===== config.mk =====
export PLATFORM = sky130hd
export DESIGN_NAME = ir_pi_line_cntrl_flat
export DESIGN_NICKNAME = d
export VERILOG_FILES = /design/src/rtl/ir_pi_line_cntrl_if.sv /design/src/rtl/ir_pi_line_cntrl.sv /design/src/flat_wrapper.sv
export SDC_FILE = /design/constraint.sdc
export NUM_CORES = 1
export LEC_CHECK = 0
export BUFFER_PORTS_ARGS = -buffer_cell sky130_fd_sc_hd__buf_4
export CELL_PAD_IN_SITES_DETAIL_PLACEMENT = 0
export CELL_PAD_IN_SITES_GLOBAL_PLACEMENT = 1
export CORE_UTILIZATION = 53
export DETAILED_ROUTE_END_ITERATION = 8
export PLACE_DENSITY = 0.94
export RECOVER_POWER = 25
export SYNTH_ARGS = -nofsm -noshare
export SYNTH_HDL_FRONTEND = slang
export SYNTH_SLANG_ARGS = --single-unit

===== constraint.sdc =====
create_clock -name clk -period 12.9 [get_ports clk]
set_input_delay 3.225 -clock clk [delete_from_list [all_inputs] [get_ports clk]]
set_output_delay 3.225 -clock clk [all_outputs]
set_load 0.05 [all_outputs]

===== src/rtl/ir_pi_line_cntrl_if.sv =====
// Sensor-scan / motor-command bundle between the line-follower PI controller
// and its environment (A2D converter, IR emitters, motor drivers, run control).
interface ir_pi_line_cntrl_if #(
  parameter int NUM_PAIRS = 3
);
  logic                   go;
  logic                   mode;
  logic                   cnv_cmplt;
  logic [11:0]            A2D_res;
  logic                   strt_cnv;
  logic [2:0]             chnnl;
  logic [NUM_PAIRS-1:0]   IR_en;
  logic [7:0]             LEDs;
  logic signed [11:0]     lft;
  logic signed [11:0]     rht;
  logic                   upd;
  logic                   err_sat;

  modport master (
    input  go, mode, cnv_cmplt, A2D_res,
    output strt_cnv, chnnl, IR_en, LEDs, lft, rht, upd, err_sat
  );

  modport slave (
    output go, mode, cnv_cmplt, A2D_res,
    input  strt_cnv, chnnl, IR_en, LEDs, lft, rht, upd, err_sat
  );
endinterface


===== src/rtl/ir_pi_line_cntrl.sv =====
// Line-follower controller: scans IR sensor pairs through the A2D, builds a
// weighted saturated error and runs a PI loop with ramped forward speed.
module ir_pi_line_cntrl #(
  parameter int                     NUM_PAIRS  = 3,
  parameter logic [3*NUM_PAIRS-1:0] R_CHN      = {3'd3, 3'd4, 3'd1},
  parameter logic [3*NUM_PAIRS-1:0] L_CHN      = {3'd7, 3'd2, 3'd0},
  parameter int                     SETTLE_CYC = 4096,
  parameter int                     SHORT_CYC  = 32,
  parameter int                     PWM_PERIOD = 240,
  parameter int                     PWM_DUTY   = 140,
  parameter int                     P_GAIN     = 12,
  parameter int                     P_SHIFT    = 3,
  parameter int                     I_GAIN     = 5,
  parameter int                     I_SHIFT    = 3,
  parameter int                     INT_DEC    = 4,
  parameter int                     FWD_MAX    = 1792
) (
  input  logic                  clk,
  input  logic                  rst,
  ir_pi_line_cntrl_if.master    bus
);

  localparam int PW = (NUM_PAIRS > 1) ? $clog2(NUM_PAIRS) : 1;
  localparam int TW = $clog2((SETTLE_CYC > SHORT_CYC) ? SETTLE_CYC : SHORT_CYC) + 1;
  localparam int QW = $clog2(PWM_PERIOD) + 1;
  localparam int IW = $clog2(INT_DEC) + 1;

  localparam logic [PW-1:0]        P_LAST      = PW'(NUM_PAIRS - 1);
  localparam logic [TW-1:0]        SETTLE_LAST = TW'(SETTLE_CYC - 1);
  localparam logic [TW-1:0]        SHORT_LAST  = TW'(SHORT_CYC - 1);
  localparam logic [QW-1:0]        PWM_LAST    = QW'(PWM_PERIOD - 1);
  localparam logic [QW-1:0]        PWM_HI      = QW'(PWM_DUTY);
  localparam logic [IW-1:0]        INT_LAST    = IW'(INT_DEC - 1);
  localparam logic signed [23:0]   P_G         = 24'(P_GAIN);
  localparam logic signed [23:0]   I_G         = 24'(I_GAIN);
  localparam logic signed [11:0]   FWD_CAP     = 12'(FWD_MAX);

  typedef enum logic [3:0] {
    IDLE, SETTLE, CONV_R, SHORT, CONV_L, ERR, INTG, PCMP, MOTOR
  } state_e;

  state_e             state_q;
  logic [PW-1:0]      p_q;
  logic [TW-1:0]      timer_q;
  logic [QW-1:0]      pwm_q;
  logic [IW-1:0]      int_cnt_q;
  logic signed [17:0] accum_q;
  logic signed [11:0] error_q, intgrl_q, fwd_q, pcomp_q, icomp_q, lft_q, rht_q;
  logic               strt_cnv_q, upd_q, err_sat_q;
  logic [2:0]         chnnl_q;

  logic [PW-1:0]        p_nxt;
  logic signed [17:0]   a2d_sh;
  logic signed [11:0]   err_nxt, intgrl_nxt, lft_nxt, rht_nxt;
  logic signed [23:0]   p_full, i_full;
  logic                 err_clip;
  logic [NUM_PAIRS-1:0] ir_en;

  function automatic logic signed [11:0] sat12(input logic signed [23:0] v);
    if (v > 24'sd2047)  return 12'sd2047;
    if (v < -24'sd2048) return -12'sd2048;
    return v[11:0];
  endfunction

  // Sample weight 2^p is applied before accumulation (right adds, left subtracts).
  assign a2d_sh     = signed'({6'd0, bus.A2D_res}) <<< p_q;
  assign p_nxt      = p_q + 1'b1;
  assign err_nxt    = sat12(24'(accum_q));
  assign err_clip   = (accum_q > 18'sd2047) || (accum_q < -18'sd2048);
  assign intgrl_nxt = sat12(24'(intgrl_q) + 24'(error_q >>> 4));
  assign p_full     = (24'(error_q) * P_G) >>> P_SHIFT;
  assign i_full     = (24'(intgrl_q) * I_G) >>> I_SHIFT;
  assign lft_nxt    = sat12(24'(fwd_q) + 24'(pcomp_q) + 24'(icomp_q));
  assign rht_nxt    = sat12(24'(fwd_q) - 24'(pcomp_q) - 24'(icomp_q));

  always_comb begin
    // NOTE: default every bit before the conditional write so no latch is inferred.
    ir_en = '0;
    if ((state_q inside {SETTLE, CONV_R, SHORT, CONV_L}) && (pwm_q < PWM_HI))
      ir_en[p_q] = 1'b1;
  end

  always_ff @(posedge clk or posedge rst) begin
    if (rst) begin
      state_q    <= IDLE;
      p_q        <= '0;
      timer_q    <= '0;
      pwm_q      <= '0;
      int_cnt_q  <= '0;
      accum_q    <= '0;
      error_q    <= '0;
      intgrl_q   <= '0;
      fwd_q      <= '0;
      pcomp_q    <= '0;
      icomp_q    <= '0;
      lft_q      <= '0;
      rht_q      <= '0;
      strt_cnv_q <= 1'b0;
      upd_q      <= 1'b0;
      err_sat_q  <= 1'b0;
      chnnl_q    <= '0;
    end else begin
      // NOTE: non-blocking assignments so every register samples pre-edge values.
      strt_cnv_q <= 1'b0;
      upd_q      <= 1'b0;
      pwm_q      <= ((state_q == IDLE) || (pwm_q == PWM_LAST)) ? '0 : pwm_q + 1'b1;

      if (!bus.go) begin
        // Error, LEDs and err_sat deliberately survive a stop.
        state_q   <= IDLE;
        lft_q     <= '0;
        rht_q     <= '0;
        fwd_q     <= '0;
        intgrl_q  <= '0;
        int_cnt_q <= '0;
      end else begin
        unique case (state_q)
          IDLE: begin
            p_q     <= '0;
            chnnl_q <= R_CHN[2:0];
            timer_q <= '0;
            accum_q <= '0;
            state_q <= SETTLE;
          end
          SETTLE: begin
            timer_q <= timer_q + 1'b1;
            if (timer_q == SETTLE_LAST) begin
              strt_cnv_q <= 1'b1;
              state_q    <= CONV_R;
            end
          end
          CONV_R: if (bus.cnv_cmplt) begin
            accum_q <= accum_q + a2d_sh;
            chnnl_q <= L_CHN[3*p_q +: 3];
            timer_q <= '0;
            state_q <= SHORT;
          end
          SHORT: begin
            timer_q <= timer_q + 1'b1;
            if (timer_q == SHORT_LAST) begin
              strt_cnv_q <= 1'b1;
              state_q    <= CONV_L;
            end
          end
          CONV_L: if (bus.cnv_cmplt) begin
            accum_q <= accum_q - a2d_sh;
            if (p_q != P_LAST) begin
              p_q     <= p_nxt;
              chnnl_q <= R_CHN[3*p_nxt +: 3];
              timer_q <= '0;
              state_q <= SETTLE;
            end else begin
              state_q <= ERR;
            end
          end
          ERR: begin
            error_q   <= err_nxt;
            err_sat_q <= err_clip;
            fwd_q     <= (fwd_q >= FWD_CAP) ? FWD_CAP : fwd_q + 12'sd1;
            state_q   <= INTG;
          end
          INTG: begin
            if (int_cnt_q == INT_LAST) begin
              int_cnt_q <= '0;
              if (!bus.mode) intgrl_q <= intgrl_nxt;
            end else begin
              int_cnt_q <= int_cnt_q + 1'b1;
            end
            state_q <= PCMP;
          end
          PCMP: begin
            pcomp_q <= sat12(p_full);
            icomp_q <= bus.mode ? 12'sd0 : sat12(i_full);
            state_q <= MOTOR;
          end
          MOTOR: begin
            lft_q   <= lft_nxt;
            rht_q   <= rht_nxt;
            upd_q   <= 1'b1;
            accum_q <= '0;
            p_q     <= '0;
            chnnl_q <= R_CHN[2:0];
            timer_q <= '0;
            state_q <= SETTLE;
          end
          default: state_q <= IDLE;
        endcase
      end
    end
  end

  assign bus.strt_cnv = strt_cnv_q;
  assign bus.chnnl    = chnnl_q;
  assign bus.IR_en    = ir_en;
  assign bus.LEDs     = error_q[11:4];
  assign bus.lft      = lft_q;
  assign bus.rht      = rht_q;
  assign bus.upd      = upd_q;
  assign bus.err_sat  = err_sat_q;

endmodule


===== src/flat_wrapper.sv =====
// flat-port wrapper written by rule: the top's interface ports become plain ports
module ir_pi_line_cntrl_flat 
#(
  parameter int                     NUM_PAIRS  = 3,
  parameter logic [3*NUM_PAIRS-1:0] R_CHN      = {3'd3, 3'd4, 3'd1},
  parameter logic [3*NUM_PAIRS-1:0] L_CHN      = {3'd7, 3'd2, 3'd0},
  parameter int                     SETTLE_CYC = 4096,
  parameter int                     SHORT_CYC  = 32,
  parameter int                     PWM_PERIOD = 240,
  parameter int                     PWM_DUTY   = 140,
  parameter int                     P_GAIN     = 12,
  parameter int                     P_SHIFT    = 3,
  parameter int                     I_GAIN     = 5,
  parameter int                     I_SHIFT    = 3,
  parameter int                     INT_DEC    = 4,
  parameter int                     FWD_MAX    = 1792
)
  (clk, rst, bus_go, bus_mode, bus_cnv_cmplt, bus_A2D_res, bus_strt_cnv, bus_chnnl, bus_IR_en, bus_LEDs, bus_lft, bus_rht, bus_upd, bus_err_sat);
  ir_pi_line_cntrl_if #(.NUM_PAIRS(NUM_PAIRS)) bus_i ();
  input  logic clk;
  input  logic rst;
  input wire logic [$bits(bus_i.go)-1:0] bus_go;
  input wire logic [$bits(bus_i.mode)-1:0] bus_mode;
  input wire logic [$bits(bus_i.cnv_cmplt)-1:0] bus_cnv_cmplt;
  input wire logic [$bits(bus_i.A2D_res)-1:0] bus_A2D_res;
  output wire logic [$bits(bus_i.strt_cnv)-1:0] bus_strt_cnv;
  output wire logic [$bits(bus_i.chnnl)-1:0] bus_chnnl;
  output wire logic [$bits(bus_i.IR_en)-1:0] bus_IR_en;
  output wire logic [$bits(bus_i.LEDs)-1:0] bus_LEDs;
  output wire logic [$bits(bus_i.lft)-1:0] bus_lft;
  output wire logic [$bits(bus_i.rht)-1:0] bus_rht;
  output wire logic [$bits(bus_i.upd)-1:0] bus_upd;
  output wire logic [$bits(bus_i.err_sat)-1:0] bus_err_sat;
  assign bus_i.go = bus_go;
  assign bus_i.mode = bus_mode;
  assign bus_i.cnv_cmplt = bus_cnv_cmplt;
  assign bus_i.A2D_res = bus_A2D_res;
  assign bus_strt_cnv = bus_i.strt_cnv;
  assign bus_chnnl = bus_i.chnnl;
  assign bus_IR_en = bus_i.IR_en;
  assign bus_LEDs = bus_i.LEDs;
  assign bus_lft = bus_i.lft;
  assign bus_rht = bus_i.rht;
  assign bus_upd = bus_i.upd;
  assign bus_err_sat = bus_i.err_sat;
  ir_pi_line_cntrl #(.NUM_PAIRS(NUM_PAIRS), .R_CHN(R_CHN), .L_CHN(L_CHN), .SETTLE_CYC(SETTLE_CYC), .SHORT_CYC(SHORT_CYC), .PWM_PERIOD(PWM_PERIOD), .PWM_DUTY(PWM_DUTY), .P_GAIN(P_GAIN), .P_SHIFT(P_SHIFT), .I_GAIN(I_GAIN), .I_SHIFT(I_SHIFT), .INT_DEC(INT_DEC), .FWD_MAX(FWD_MAX)) u_core (.clk(clk), .rst(rst), .bus(bus_i));
endmodule

== Word-level counts from Yosys, hierarchy flattened ==
Cells that the tools add are included.

* Muxes and demuxes: 96
* Eq/ne operators: 25
* Reductions and logical operators: 19
* $mul: 4
* Order comparisons: 18
* Shift-type cells: 3
* Add/sub/neg operators: 12

{| class="wikitable"
|+ Operators with widths
! kind !! number
|-
| $mux W12 || 36
|-
| $gt A24 B12 Y1 const B || 3
|-
| $lt A24 B12 Y1 const B || 3
|-
| $pmux W18 S3 || 1
|-
| $pmux W13 S4 || 1
|-
| $mux W13 || 3
|-
| $gt A18 B12 Y1 const B || 2
|-
| $lt A18 B12 Y1 const B || 2
|-
| $mux W18 || 2
|-
| $mux W1 || 32
|-
| $pmux W4 S8 || 1
|-
| $mux W3 || 8
|-
| $mux W4 || 5
|-
| $add A18 B18 Y18 || 1
|-
| $shiftx A9 B5 Y3 const A || 2
|-
| $sshl A13 B2 Y18 || 1
|-
| $sub A18 B18 Y18 || 1
|-
| $eq A4 B3 Y1 const B || 4
|-
| $mul A12 B4 Y16 const B || 1
|-
| $mul A12 B3 Y15 const B || 1
|-
| $add A13 B12 Y14 || 1
|-
| $gt A14 B12 Y1 const B || 1
|-
| $lt A14 B12 Y1 const B || 1
|-
| $sub A13 B12 Y14 || 1
|-
| 42 further kinds || 63
|}

* Output and inout port bits: 41
* Input port bits: 17
* Flip-flop bits (word level): 139
* Logic and storage cells: 194

== Logic depth before layout (Yosys ltp) ==
* Word-level depth: 11
* Gate-level depth with buffers: 20
* Mapped depth without buffers: 16

== Least setup slack after synthesis ==
No wires, ideal clock.

* Path type: in2reg
* From: in bus_A2D_res[2]
* To: reg u_core.accum_q[17]
* Setup time: 121 ps
* Stages on the path: 16
* Path slack: 6366 ps
* Arrival time: 6413 ps
* Path buffers: 0
* Data required time: 12779 ps
* Cells stage by stage: mux4_2 > or3_4 > nor3_4 > and3_4 > nand2_1 > o21ai_1 > xnor2_1 > ha_1 > a21o_1 > a21o_1 > a221o_1 > a21oi_1 > o41ai_1 > xnor2_2 > o21bai_1 > a22o_1

* Cells in the longest elaborated chain, start to end: 4
* Elaborated cells between the ends (all ways): 6
* Classes of those cells: add/sub: 2; shift: 1; mux: 3

{| class="wikitable"
|+ RTL lines
! item !! line !! RTL
|-
| start: declaration || flat_wrapper.sv:25 || <nowiki>input wire logic [$bits(bus_i.A2D_res)-1:0] bus_A2D_res;</nowiki>
|-
| $sshl A13 B2 Y18 (*) || ir_pi_line_cntrl.sv:66 || <nowiki>assign a2d_sh = signed'({6'd0, bus.A2D_res}) <<< p_q;</nowiki>
|-
| $sub A18 B18 Y18 / $add A18 B18 Y18 (equally long branches) || ir_pi_line_cntrl.sv:146, ir_pi_line_cntrl.sv:133 ||
|-
| $mux W18 (on tied branches) || ir_pi_line_cntrl.sv:145, ir_pi_line_cntrl.sv:132 ||
|-
| $pmux W18 S3 (*) || ir_pi_line_cntrl.sv:117 || <nowiki>unique case (state_q)</nowiki>
|-
| end signal: assignment || ir_pi_line_cntrl.sv:133 || <nowiki>accum_q <= accum_q + a2d_sh;</nowiki>
|-
| end signal: assignment || ir_pi_line_cntrl.sv:146 || <nowiki>accum_q <= accum_q - a2d_sh;</nowiki>
|-
| end: declaration || ir_pi_line_cntrl.sv:47 || <nowiki>logic signed [17:0] accum_q;</nowiki>
|}

Every way passes the cells marked *; elsewhere a longest branch is shown, timed or not. The select of a mux whose other input is x is not followed.
A chain may end at the register's enable or synchronous reset.

== Worst setup path in the final report ==
Same ends and word-level chain as after synthesis.

==> impl_metrics.json <==
{
  "wire_per_inst_um": 16.1,
  "reg2reg_depth": 16,
  "dieHeight_um": 148,
  "route.detailed.drc": 1,
  "layout-drive-gt1-share": 0.101,
  "ys_ff_latch": 139,
  "min_to": "u_core.bus.lft[0]",
  "start_kind": "input pin",
  "dp_slack_ns": 6.06,
  "tightest_slew_ns": 3.35,
  "nets": 1449,
  "die_w_um": 148,
  "worstPathRequired_ns": 13.22,
  "p_leak_nw": 5.94,
  "h-tree-depth": 4,
  "holdBufCountCts": 0,
  "fin_worst_skew_ns": 0.0122,
  "dp_hpwl_um": 19300,
  "avgSynthCellArea_um2": 8.99,
  "yosysUniqueCellTypes": 90,
  "yosys_warnings": 0,
  "min-delay-start": "u_core.bus.lft[0]",
  "postCtsSetupBuffers": 0,
  "pin_count": 58,
  "cts_sinks": 139,
  "rr_endpoint": "u_core.accum_q[17]",
  "hold_depth": 2,
  "cp_top_family": "compound AO/OA/AOI/OAI gates",
  "timing.final.ws_setup_ns": 6.46,
  "routabilityCongestion": 0.847,
  "path_clk_slew_ns": 0.07,
  "cp_slowest_cell": "mux4_2",
  "final_common_cell": "dfrtp_1",
  "rrSetupSlack_ns": 8.32,
  "antenna_found_initial": 0,
  "outcome": "finished, violations left",
  "hold_path.class": "reg -> reg",
  "grt_setup_unrepaired": "no",
  "antenna_cells": 0,
  "core_area_um2": 21000,
  "tritoncts": "built",
  "max_freq_ghz": 0.155,
  "grt_max_degree": 76,
  "setup_viol": 0,
  "final_hold_viol_count": 0,
  "clockBufferDepth": 2,
  "netlist_area_um2": 11300,
  "cts-root-buf": "clkbuf_16",
  "grt_pass1_vias": 8772,
  "hold_ws_ns": 0.486,
  "drt_first_pass_iters": 7,
  "grtUsageTotal": 0.240,
  "timing.final.crit_share": 0.499,
  "netlist_instances": 1262,
  "insertion_delay_ns": 0.43,
  "drt_iter0_drc": 430,
  "violations": "design-rule violations, max-capacitance violations, max-slew violations",
  "rows": 53,
  "critPathMaxFanout": 5,
  "slew_headroom": -1.24,
  "grt_first_pass_wirelength_um": 42400,
  "synth_ff_type": "dfrtp_1",
  "drt.antenna.violating_nets": 0,
  "maxCapViolCount": 1,
  "slew_violations": 76,
  "peakVddDrop_mv": 0.0826,
  "timing.critical_path.cells": "buf_4 > mux4_2 > or3_4 > nor3_4 > and3_4 > nand2_1 > o21ai_1 > xnor2_1 > ha_1 > a21o_1 > a21o_1 > a221o_1 > a21oi_1 > o41ai_1 > xnor2_2 > o21bai_1 > a22o_1",
  "io_buffers": 57,
  "synthToLayoutAreaGrowth_pct": 10.3,
  "nFillCells": 1869,
  "avgViaCountPerCell": 5.84,
  "critPathKind": "in -> reg",
  "cts_made_buffers": 17,
  "start_util": 0.539,
  "setup_tns_ns": 0,
  "synth-edff-count": 0,
  "postPlaceCellArea_um2": 11900,
  "cp-end-kind": "flop",
  "path_buf_inv": 1,
  "stdcell_area_um2": 12500,
  "cts-resized-gates": 0,
  "final_cell_mix": "dfrtp_1 (139), nand2_1 (122), nor2_1 (112), ha_1 (108), inv_1 (76)",
  "async_flop_share": 1.00,
  "dieArea_um2": 22000,
  "grt-ovfl-total": 0,
  "ys_seq_area_frac": 0.307,
  "worstPathArrival_ns": 6.75,
  "max_stage_delay_ns": 0.48,
  "p_per_area_nw_per_um2": 90.8,
  "path_common_cell": "a21o_1",
  "syn_nets": 1417,
  "power_mw": 1.14,
  "reg2reg_from": "u_core.p_q[1]",
  "routed_wl_um": 25400,
  "vias": 9244,
  "fin_crit_ns": 6.44
}
## where the power goes
| part | total [mW] | switching (mW) | internal, mW |
|---|---|---|---|
| logic | 0.190 | 0.116 | 0.0737 |
| clock network | 0.475 | 0.219 | 0.256 |
| registers | 0.471 | 0.0196 | 0.451 |
## how the worst max path moves through the flow
stage | start | to | slack (ns) | cells past startpoint
2_1_floorplan | rst | u_core.accum_q[0] | 5.95 | 1
3_3_place_gp | bus_A2D_res[2] | u_core.accum_q[17] | 6.08 | 17
3_5_place_dp | bus_A2D_res[2] | u_core.accum_q[17] | 6.06 | 17
4_1_cts | bus_A2D_res[2] | u_core.accum_q[17] | 6.49 | 17
5_1_grt | bus_A2D_res[2] | u_core.accum_q[17] | 6.28 | 17
6_report | bus_A2D_res[2] | u_core.accum_q[17] | 6.46 | 17
## flip-flops by register name (all words and copies together) (netlist names), 3 cells and up
register and cells:
u_core.state_q 4, u_core.bus.chnnl 3, u_core.fwd_q 12, u_core.pwm_q 9
u_core.timer_q 13, u_core.bus.rht 12, u_core.intgrl_q 12, u_core.icomp_q 12
u_core.accum_q 18, u_core.error_q 12, u_core.pcomp_q 12, u_core.bus.lft 12
u_core.int_cnt_q 3
## cells in the mapped netlist (4+ instances only)
cell | instances | area (um^2)
o21ai_0 | 59 | 295
mux2_2 | 6 | 67.6
a21boi_0 | 4 | 30.0
a21oi_1 | 68 | 340
inv_1 | 77 | 289
buf_4 | 8 | 60.1
buf_2 | 4 | 20.0
nor2b_1 | 22 | 138
xnor2_1 | 34 | 298
clkbuf_1 | 36 | 135
o31ai_1 | 20 | 150
or2_2 | 5 | 31.3
fa_1 | 30 | 601
ha_1 | 108 | 1350
a22o_1 | 14 | 123
and3_1 | 10 | 62.6
o41ai_1 | 6 | 52.6
nand3_1 | 27 | 135
nor3_1 | 24 | 120
a31oi_1 | 8 | 50.1
a211oi_1 | 11 | 82.6
nand3b_1 | 6 | 45.0
and2_1 | 10 | 62.6
a221o_1 | 28 | 280
o21a_1 | 15 | 113
xor2_1 | 46 | 403
nor4_1 | 7 | 43.8
mux2i_1 | 7 | 70.1
mux4_2 | 5 | 113
nor3b_1 | 7 | 52.6
or3_1 | 11 | 68.8
nand2_1 | 122 | 458
nand2b_1 | 16 | 100
a21o_1 | 18 | 135
o21ai_1 | 20 | 100
dfrtp_1 | 139 | 3480
o211ai_1 | 21 | 158
nor2_1 | 112 | 420
nand4_1 | 12 | 75.1
o311ai_1 | 4 | 35.0
## stage by stage
step / cells / util
after floorplan: 1262 / -
after global placement: 1550 / 0.568
after detailed placement: 1550 / 0.568
after CTS: 1582 / 0.596
after global routing: 1582 / 0.595
final: 1582 / 0.595
## tightest hold or removal path: stages, from the launching register on
cell and delay (ns):
dfrtp_1 0.34, nand2_1 0.05, o21ai_1 0.06
## kinds of logic (layout without fill, tap and decap cells)
kind of cell	Yosys count	after routing	synth area share
AND/OR/NAND/NOR	415	415	0.179
flip-flops	139	139	0.307
XOR/XNOR	81	81	0.0632
multiplexers	19	19	0.0231
adder cells (fa/ha/maj)	139	139	0.173
buffers and inverters	129	174	0.0464
AO/OA/AOI/OAI	340	340	0.208
## area by class of cell
class / count / area [um^2] / area share
clock buffer: 17 / 425 / 0.0340
clock inverter: 15 / 149 / 0.0119
multi-input combinational: 994 / 7340 / 0.587
timing repair buffer: 64 / 473 / 0.0378
inverter: 78 / 294 / 0.0235
sequential: 139 / 3480 / 0.278
tap: 275 / 344 / 0.0275
## layer usage
metal / track usage / wire (um)
met5: 0 / 0
met4: 0.0799 / 514
met2: 0.397 / 12100
met3: 0.0396 / 873
met1: 0.318 / 11900
No activity file was read; power rests on OpenSTA's default activity.
